File: config.mk
export PLATFORM = sky130hd
export DESIGN_NAME = fetch_queue
export DESIGN_NICKNAME = d
export VERILOG_FILES = /design/src/rtl/fetch_pkg.sv /design/src/rtl/fetch_fifo.sv /design/src/rtl/fetch_queue.sv
export SDC_FILE = /design/constraint.sdc
export NUM_CORES = 1
export LEC_CHECK = 0
export ABC_AREA = 1
export CAP_MARGIN = 20
export CORE_MARGIN = 8
export CORE_UTILIZATION = 25
export DETAILED_ROUTE_END_ITERATION = 12
export PLACE_DENSITY = 0.5
export SLEW_MARGIN = 30
export SYNTH_ARGS = -nofsm -noshare
export SYNTH_HDL_FRONTEND = slang
export SYNTH_SLANG_ARGS = --single-unit
File: constraint.sdc
create_clock -name clk -period 4 [get_ports clk]
set_input_delay 0.8 -clock clk [delete_from_list [all_inputs] [get_ports clk]]
set_output_delay 0.8 -clock clk [all_outputs]
set_load 0.03 [all_outputs]
File: src/rtl/fetch_pkg.sv
// Shared definitions for the instruction-fetch stage: entry layout, NOP and default vectors.
package fetch_pkg;

  localparam int unsigned EntryPcW    = 32;
  localparam int unsigned EntryInstrW = 16;

  localparam logic [EntryInstrW-1:0] NopInstr         = '0;
  localparam logic [EntryPcW-1:0]    DefaultResetPc   = 32'h20;
  localparam logic [EntryPcW-1:0]    DefaultIntVector = 32'h0;

  typedef struct packed {
    logic [EntryPcW-1:0]    pc;
    logic [EntryInstrW-1:0] instr;
  } fetch_entry_t;

endpackage

File: src/rtl/fetch_fifo.sv
// Circular prefetch buffer of {pc, instr} entries with synchronous flush.
module fetch_fifo
  import fetch_pkg::*;
#(
  parameter int unsigned DEPTH = 4
) (
  input  logic                     clk,
  input  logic                     rst,
  input  logic                     flush,
  input  logic                     push,
  input  fetch_entry_t             wdata,
  input  logic                     pop,
  output fetch_entry_t             rdata,
  output logic                     empty,
  output logic [$clog2(DEPTH):0]   count
);

  localparam int unsigned PtrW = $clog2(DEPTH);

  fetch_entry_t    mem_q [DEPTH];
  logic [PtrW-1:0] wptr_q, rptr_q;
  logic [PtrW:0]   count_q;
  logic            full;
  logic            do_pop;

  assign empty  = (count_q == '0);
  assign full   = (count_q == (PtrW + 1)'(DEPTH));
  assign do_pop = pop && !empty;
  assign rdata  = mem_q[rptr_q];
  assign count  = count_q;

  // Flush wins over a same-cycle push or pop; pointers wrap since DEPTH is a power of two.
  always_ff @(posedge clk or posedge rst) begin
    if (rst) begin
      wptr_q  <= '0;
      rptr_q  <= '0;
      count_q <= '0;
    end else if (flush) begin
      wptr_q  <= '0;
      rptr_q  <= '0;
      count_q <= '0;
    end else begin
      if (push)   wptr_q <= wptr_q + 1'b1;
      if (do_pop) rptr_q <= rptr_q + 1'b1;
      case ({push, do_pop})
        2'b10:   count_q <= count_q + 1'b1;
        2'b01:   count_q <= count_q - 1'b1;
        default: count_q <= count_q;
      endcase
    end
  end

  always_ff @(posedge clk) begin
    if (push) mem_q[wptr_q] <= wdata;
  end

  // Issue credit includes the in-flight read, so a push into a full buffer is a logic bug.
  always_ff @(posedge clk) begin
    if (!rst) begin
      assert (!(push && full && !flush))
        else $error("fetch_fifo: enqueue into full queue");
    end
  end

endmodule

File: src/rtl/fetch_queue.sv
// Instruction-fetch stage: fetch PC, redirect priority, issue credit and prefetch queue.
module fetch_queue
  import fetch_pkg::*;
#(
  parameter int unsigned       ADDR_W     = EntryPcW,
  parameter int unsigned       INSTR_W    = EntryInstrW,
  parameter int unsigned       MEM_ADDR_W = 20,
  parameter int unsigned       DEPTH      = 4,
  parameter logic [ADDR_W-1:0] RESET_PC   = DefaultResetPc,
  parameter logic [ADDR_W-1:0] INT_VECTOR = DefaultIntVector
) (
  input  logic                  clk,
  input  logic                  rst,
  output logic                  imem_req,
  output logic [MEM_ADDR_W-1:0] imem_addr,
  input  logic [INSTR_W-1:0]    imem_data,
  input  logic                  redirect_valid,
  input  logic [ADDR_W-1:0]     redirect_addr,
  input  logic                  interrupt,
  input  logic                  pc_low_load,
  input  logic                  pc_high_load,
  input  logic [15:0]           pop_data,
  output logic                  out_valid,
  input  logic                  out_ready,
  output logic [INSTR_W-1:0]    out_instr,
  output logic [ADDR_W-1:0]     out_pc
);

  localparam int unsigned CntW = $clog2(DEPTH) + 1;

  logic [ADDR_W-1:0] fetch_pc_q, fetch_pc_d, inflight_pc_q;
  logic              inflight_q, kill_q;
  logic              redirect, issue, pop, push, empty;
  logic [CntW-1:0]   count;
  fetch_entry_t      wr_entry, head;

  assign redirect = interrupt | redirect_valid | pc_low_load | pc_high_load;
  assign pop      = out_valid && out_ready;

  // A head popped this cycle frees its slot before the new read can return.
  assign issue = !redirect &&
                 (int'(count) - int'(pop) + int'(inflight_q) + 1 <= int'(DEPTH));

  assign imem_req  = issue;
  assign imem_addr = fetch_pc_q[MEM_ADDR_W-1:0];

  always_comb begin
    fetch_pc_d = fetch_pc_q;
    if (interrupt) begin
      fetch_pc_d = INT_VECTOR;
    end else if (redirect_valid) begin
      fetch_pc_d = redirect_addr;
    end else if (pc_low_load || pc_high_load) begin
      if (pc_low_load)  fetch_pc_d[15:0]  = pop_data;
      if (pc_high_load) fetch_pc_d[31:16] = pop_data;
    end else if (issue) begin
      fetch_pc_d = fetch_pc_q + 1'b1;
    end
  end

  always_ff @(posedge clk or posedge rst) begin
    if (rst) begin
      fetch_pc_q    <= RESET_PC;
      inflight_q    <= 1'b0;
      inflight_pc_q <= '0;
      kill_q        <= 1'b0;
    end else begin
      fetch_pc_q <= fetch_pc_d;
      inflight_q <= issue;
      kill_q     <= redirect;
      if (issue) inflight_pc_q <= fetch_pc_q;
    end
  end

  assign push           = inflight_q && !kill_q;
  assign wr_entry.pc    = inflight_pc_q;
  assign wr_entry.instr = imem_data;

  fetch_fifo #(
    .DEPTH (DEPTH)
  ) u_fifo (
    .clk   (clk),
    .rst   (rst),
    .flush (redirect),
    .push  (push),
    .wdata (wr_entry),
    .pop   (pop),
    .rdata (head),
    .empty (empty),
    .count (count)
  );

  assign out_valid = !empty;
  assign out_pc    = out_valid ? head.pc    : '0;
  assign out_instr = out_valid ? head.instr : NopInstr;

endmodule

Word-level counts from Yosys, hierarchy flattened --
Memories as Yosys holds them, arrays and structs flattened. Cells that the tools add are included.
Cells by class: equality and inequality tests 4, $add $sub $neg 8, bitwise logic cells 3, muxes and demuxes 16, order comparisons 1, reductions and logical operators 15
Operators by type and width (count):
- 2-to-1 mux 32 bit | 5
- 2-to-1 mux 16 bit | 3
- adder 32 x 1 -> 32 bit, second input constant | 1
- 2-to-1 mux 2 bit | 4
- != test 4 bit, second input constant | 2
- adder 5 x 2 -> 6 bit, second input constant | 1
- <= comparator 6 x 4 -> 1 bit, second input constant | 1
- one-hot mux 3 bit (2 select lines) | 1
- adder 4 x 2 -> 5 bit | 1
- adder 2 x 1 -> 2 bit, second input constant | 2
- logical AND 1 bit | 4
- AND reduction 2 bit | 2
- nonzero test 2 bit | 2
- nonzero test 4 bit | 1
- subtractor 3 x 1 -> 4 bit | 1
- adder 3 x 1 -> 3 bit, second input constant | 1
- logical NOT 1 bit | 3
- logical NOT 3 bit | 1
- 2-to-1 mux 3 bit | 1
- bitwise OR 1 bit | 3
- nonzero test 3 bit | 1
- subtractor 3 x 1 -> 3 bit, second input constant | 1
- == test 2 x 1 -> 1 bit, second input constant | 1
- == test 2 bit, second input constant | 1
- other kinds (2) | 3
Word-level totals: input bits 71, bits in writable memories 192, output and inout port bits 70, word-level logic and storage cells 56, memories kept 1, register bits 73
Memories:
- u_fifo.mem_q | depth 4, bits a word 48, read ports 1, clocked after memory_dff 0, wr ports 1, line fetch_fifo.sv:20 | fetch_entry_t mem_q [DEPTH];

Longest topological paths before layout --
depth in word-level cells 12, mapped depth 18, gate-level depth less buffers 17

By module --
A second synthesis with hierarchy kept.
Second synthesis, totals: cells, all modules 1329, area, all modules 12459.4 µm²
By module, submodules not included:
- fetch_fifo | area each 7591.0 µm², seq. area each 5940.7 µm², cells an instance 529, times used 1
- fetch_queue | area each 4868.4 µm², seq. area each 1652.8 µm², cells an instance 800, times used 1

Worst setup path before layout --
No wires, ideal clock.
path kind flip-flop to output port, start point register u_fifo.count_q[0], in the netlist u_fifo.count[0], end point output port imem_req, setup slack 0.693 ns, data arrival time 2.507 ns, buffers on the path 0, data required time 3.200 ns, cell stages (with the launch flop) 16, cell sequence dfrtp_1 > nor3_2 > inv_2 > nand2_1 > inv_1 > ha_1 > ha_1 > inv_1 > ha_1 > nor2_1 > a21oi_2 > nand2_1 > nand2_1 > nand2_1 > nand2_2 > inv_1
On the way: longest elaborated chain between the ends 8
Ends and longest elaborated chain:
- start, declared | line fetch_fifo.sv:22 | logic [PtrW:0] count_q;
- start signal, assigned | line fetch_fifo.sv:46 | 2'b10: count_q <= count_q + 1'b1;
- start signal, assigned | line fetch_fifo.sv:47 | 2'b01: count_q <= count_q - 1'b1;
- start signal, assigned | line fetch_fifo.sv:48 | default: count_q <= count_q;
- logical NOT 3 bit | line fetch_fifo.sv:26 | assign empty = (count_q == '0);
- logical NOT 1 bit | line fetch_queue.sv:93 | assign out_valid = !empty;
- named net out_valid | line fetch_queue.sv:23 | output logic out_valid,
- logical AND 1 bit | line fetch_queue.sv:38 | assign pop = out_valid && out_ready;
- subtractor 3 x 1 -> 4 bit | line fetch_queue.sv:42 | (int'(count) - int'(pop) + int'(inflight_q) + 1 <= int'(DEPTH));
- adder 4 x 2 -> 5 bit | line fetch_queue.sv:42
- adder 5 x 2 -> 6 bit | line fetch_queue.sv:42
- <= comparator 6 x 4 -> 1 bit | line fetch_queue.sv:42
- logical AND 1 bit | line fetch_queue.sv:41 | assign issue = !redirect &&
- end, declared | line fetch_queue.sv:14 | output logic imem_req,
The timed path passes the listed nets, and every way through them passes these cells.

Worst setup path in the final report --
start point register u_fifo.count_q[1], in the netlist u_fifo.count[1], end point output port imem_req
On the way: longest elaborated chain between the ends 8
Ends and longest elaborated chain (line):
- logical NOT 3 bit | fetch_fifo.sv:26
- logical NOT 1 bit | fetch_queue.sv:93
- logical AND 1 bit | fetch_queue.sv:38
- subtractor 3 x 1 -> 4 bit * | fetch_queue.sv:42
- adder 4 x 2 -> 5 bit * | fetch_queue.sv:42
- adder 5 x 2 -> 6 bit * | fetch_queue.sv:42
- <= comparator 6 x 4 -> 1 bit * | fetch_queue.sv:42
- logical AND 1 bit * | fetch_queue.sv:41
Every way passes the cells marked *; elsewhere a longest branch is shown, timed or not.

==> results.md <==
- CP Capture Type: primary output
- Required time worst endpoint: 3200 ps
- RR Endpoint: inflight_pc_q[15]
- Least-Margin Pin Slew: 800 ps
- Ant diodes: 0
- Global-route wire length before repair: 55400 um
- Post-synthesis sequential area ratio: 0.621
- Slew HR: 0.465
- Congestion Overflow GR: 0
- Core area: 48600 sq um
- Period utilization: 0.943
- Largest cells by area after synthesis: edfxtp_1 (47%), dfrtp_1 (15%), nand2_1 (9.7%)
- Total power: 6350 uW
- Final Max Tran Viols: 0
- FF-to-FF path depth: 16
- Hold Path Stages: 0
- Cell Area, Synth: 12200 sq um
- Starting density of the core: 0.251
- Largest area contributor in the netlist: edfxtp_1
- Maximum clock rate: 0.265 GHz
- PortBufs: 140
- Most frequent cell after synthesis: nand2_1
- Ys flop type: edfxtp_1
- Power share of the combinational group: 0.063
- CTS tree: yes
- Synth cell count leaders: nand2_1 (315), nor2_1 (293), edfxtp_1 (192)
- Fin util: 0.319
- Critical Path AT: 2970 ps
- EDFF count, synth: 192
- Asr flop ratio synth: 0.275
- Distinct cell type count after synthesis: 34
- Clock buffer count from CTS: 31
- Die ar.: 56200 sq um
- Total Wirelength: 36100 um
- Chip height: 237 um
- Clk slew on worst S/H paths: 60 ps
- CP Cell Sequence: nor3_4 -> inv_2 -> nand2_1 -> inv_1 -> ha_2 -> ha_1 -> inv_1 -> ha_1 -> nor2_2 -> a21oi_2 -> nand2_1 -> nand2_1 -> nand2_1 -> nand2_2 -> inv_4 -> buf_12
- Vias in the first global route: 9139
- Internal: 4840 uW
- Synth warn: 0
- Largest net degree at the start of global routing: 63
- Largest stage delay, worst path: 430 ps
- Starting DRT DRC Count: 581
- Hold Path Class: reg -> reg
- Vias post-DR: 9072
- Via density: 4.35
- CTS Root Cell: clkbuf_16
- # IOs: 141
- P&R area growth vs syn: 26.9%
- Startpoint types: flop
- Routability Congestion: 0.873
- Crit Path Category: reg -> out
- Initial antenna violation count: 0
- First drt pass iteration count: 5
- Non-Filler Instances: 2085
- Worst VDD drop: 252 uV
- Power share of the sequential group: 0.507
- Cells after Synth: 1319
- Worst setup path endpoint: imem_req
- Syn_nets: 1400
- Clock Tree Buf Depth: 3
- Crit Path Max Fanout: 4
- Avg WL per Cell: 17.3 um
- Final min period: 3770 ps
- Layout cells sized above 1: 0.0957
- WP buf/inv: 5
- Leak: 0.00584 uW
- Syn Area/Cell: 9.27 sq um
- All-Layer GR Usage: 0.126
- Switching share of power: 0.237
- Setup violations, final: 0
- Critical path launch point: u_fifo.count[1]
- Inst Count DP: 2025
- Yosys reg bits: 265
- Worst Clk Skew: 16.9 ps
- Slowest-stage cell, CP: dfrtp_2
- Delay-heaviest family, CP: adder cells
- Pwr dens: 409 nW/um^2
- R2r setup slk: 970 ps
- Post-synth top area share: 0.472
- Setup TNS: 0 ps
- Residual DRC: 0
- Worst path depth: 16
- Detailed Place HPWL: 24500 um
- Max-Cap Viols: 0
- Final Hold Vio Count: 0
- Psw: 1510 uW
- Chip Width: 237 um
- Most used cell, CP: nand2_1
- Launch point of the worst reg-to-reg path: u_fifo.count[1]
- TritonCTS Sinks: 265
- H-tree level count: 1
- Clk_lat worst skew: 570 ps
- Clock power share: 0.429
- Fin nets: 1519
- Cell Rows: 81
- Status: finished clean
- Finished layout cell area: 15500 sq um
- Placed inst area: 14500 sq um
- Post-route ant nets: 0
sequential cells by signal, indices dropped and copies added (netlist names):
register and cells:
inflight_pc_q 32, u_fifo.count 3, fetch_pc_q 32, inflight_q 1, u_fifo.wptr_q 2, kill_q 1, u_fifo.rptr_q 2, u_fifo.mem_q 192
worst register-to-register path: cells and delay by family (launching register included):
| family | cells | cell delay [ps] |
|---|---|---|
| buf+inv | 4 | 650 |
| compound gates | 2 | 320 |
| simple gates | 7 | 720 |
| flops | 1 | 430 |
| fa+ha+maj | 3 | 770 |
layer usage:
layer | GRT usage | wire [um]
met1 | 0.166 | 16600
met2 | 0.206 | 16500
met3 | 0.0239 | 1830
met4 | 0.0410 | 1160
met5 | 0 | 0
timing repair:
item	in CTS	in global routing
hold buffers	0	0
resized for setup	0	6
endpoints found under the setup margin	0	1
buffers inserted	0	2
through the flow:
| stage | hold slack [ps] | setup WS (ps) |
|---|---|---|
| floorplan | 471 | 693 |
| global placement | 490 | 217 |
| detailed placement | 501 | 174 |
| CTS | 518 | 24.0 |
| global route | 536 | -17.3 |
| finish | 518 | 228 |
layout make-up:
| class | count | area, sq um |
|---|---|---|
| inverter | 69 | 262 |
| multi-input combinational | 909 | 4020 |
| timing repair buffer | 162 | 1880 |
| tap | 622 | 778 |
| clock buffer | 41 | 833 |
| fill | 5027 | 33100 |
| clock inverter | 17 | 148 |
| sequential | 265 | 7600 |
how the worst min path moves through the flow:
stage          slack [ps]        startpoint                  end
2_1_floorplan         470    fetch_pc_q[31]       fetch_pc_q[31]
3_3_place_gp          490    fetch_pc_q[31]       fetch_pc_q[31]
3_5_place_dp          500    fetch_pc_q[31]       fetch_pc_q[31]
4_1_cts               520    fetch_pc_q[31]       fetch_pc_q[31]
5_1_grt               540  inflight_pc_q[8]  u_fifo.mem_q[3][24]
6_report              520  inflight_pc_q[8]  u_fifo.mem_q[1][24]
layout by cell type (no fill, tap or decap), types with 7 or more instances in the layout:
master and instances:
clkbuf_1 8, nor2_1 288, clkdlybuf4s50_1 111, or2_2 11, ha_1 8, edfxtp_1 192
a21oi_1 53, o21ai_1 16, nand3_1 41, clkbuf_16 31, o21ai_0 141, buf_12 31
nand2_1 315, inv_1 62, buf_4 20, nor2_4 7, dfrtp_1 69
power by group through the flow:
stage	Sequential (uW)	Clock [uW]	Combinational, uW
after floorplan	3210	0	248
after global placement	3270	0	402
after detailed placement	3280	0	407
after CTS	3220	2810	409
after global routing	3240	2910	453
final	3220	2730	402
cell families after synthesis:
kind of cell               count (synthesis)  synth area share
buffers and inverters                    145            0.0538
DFF                                      265             0.621
AOI/OAI and AO/OA                        213            0.0879
adders and majority gates                 10            0.0108
xor gates and xnor gates                   5           0.00358
and+or+nand+nor                          681             0.223
(Power assumes the default switching activity.)
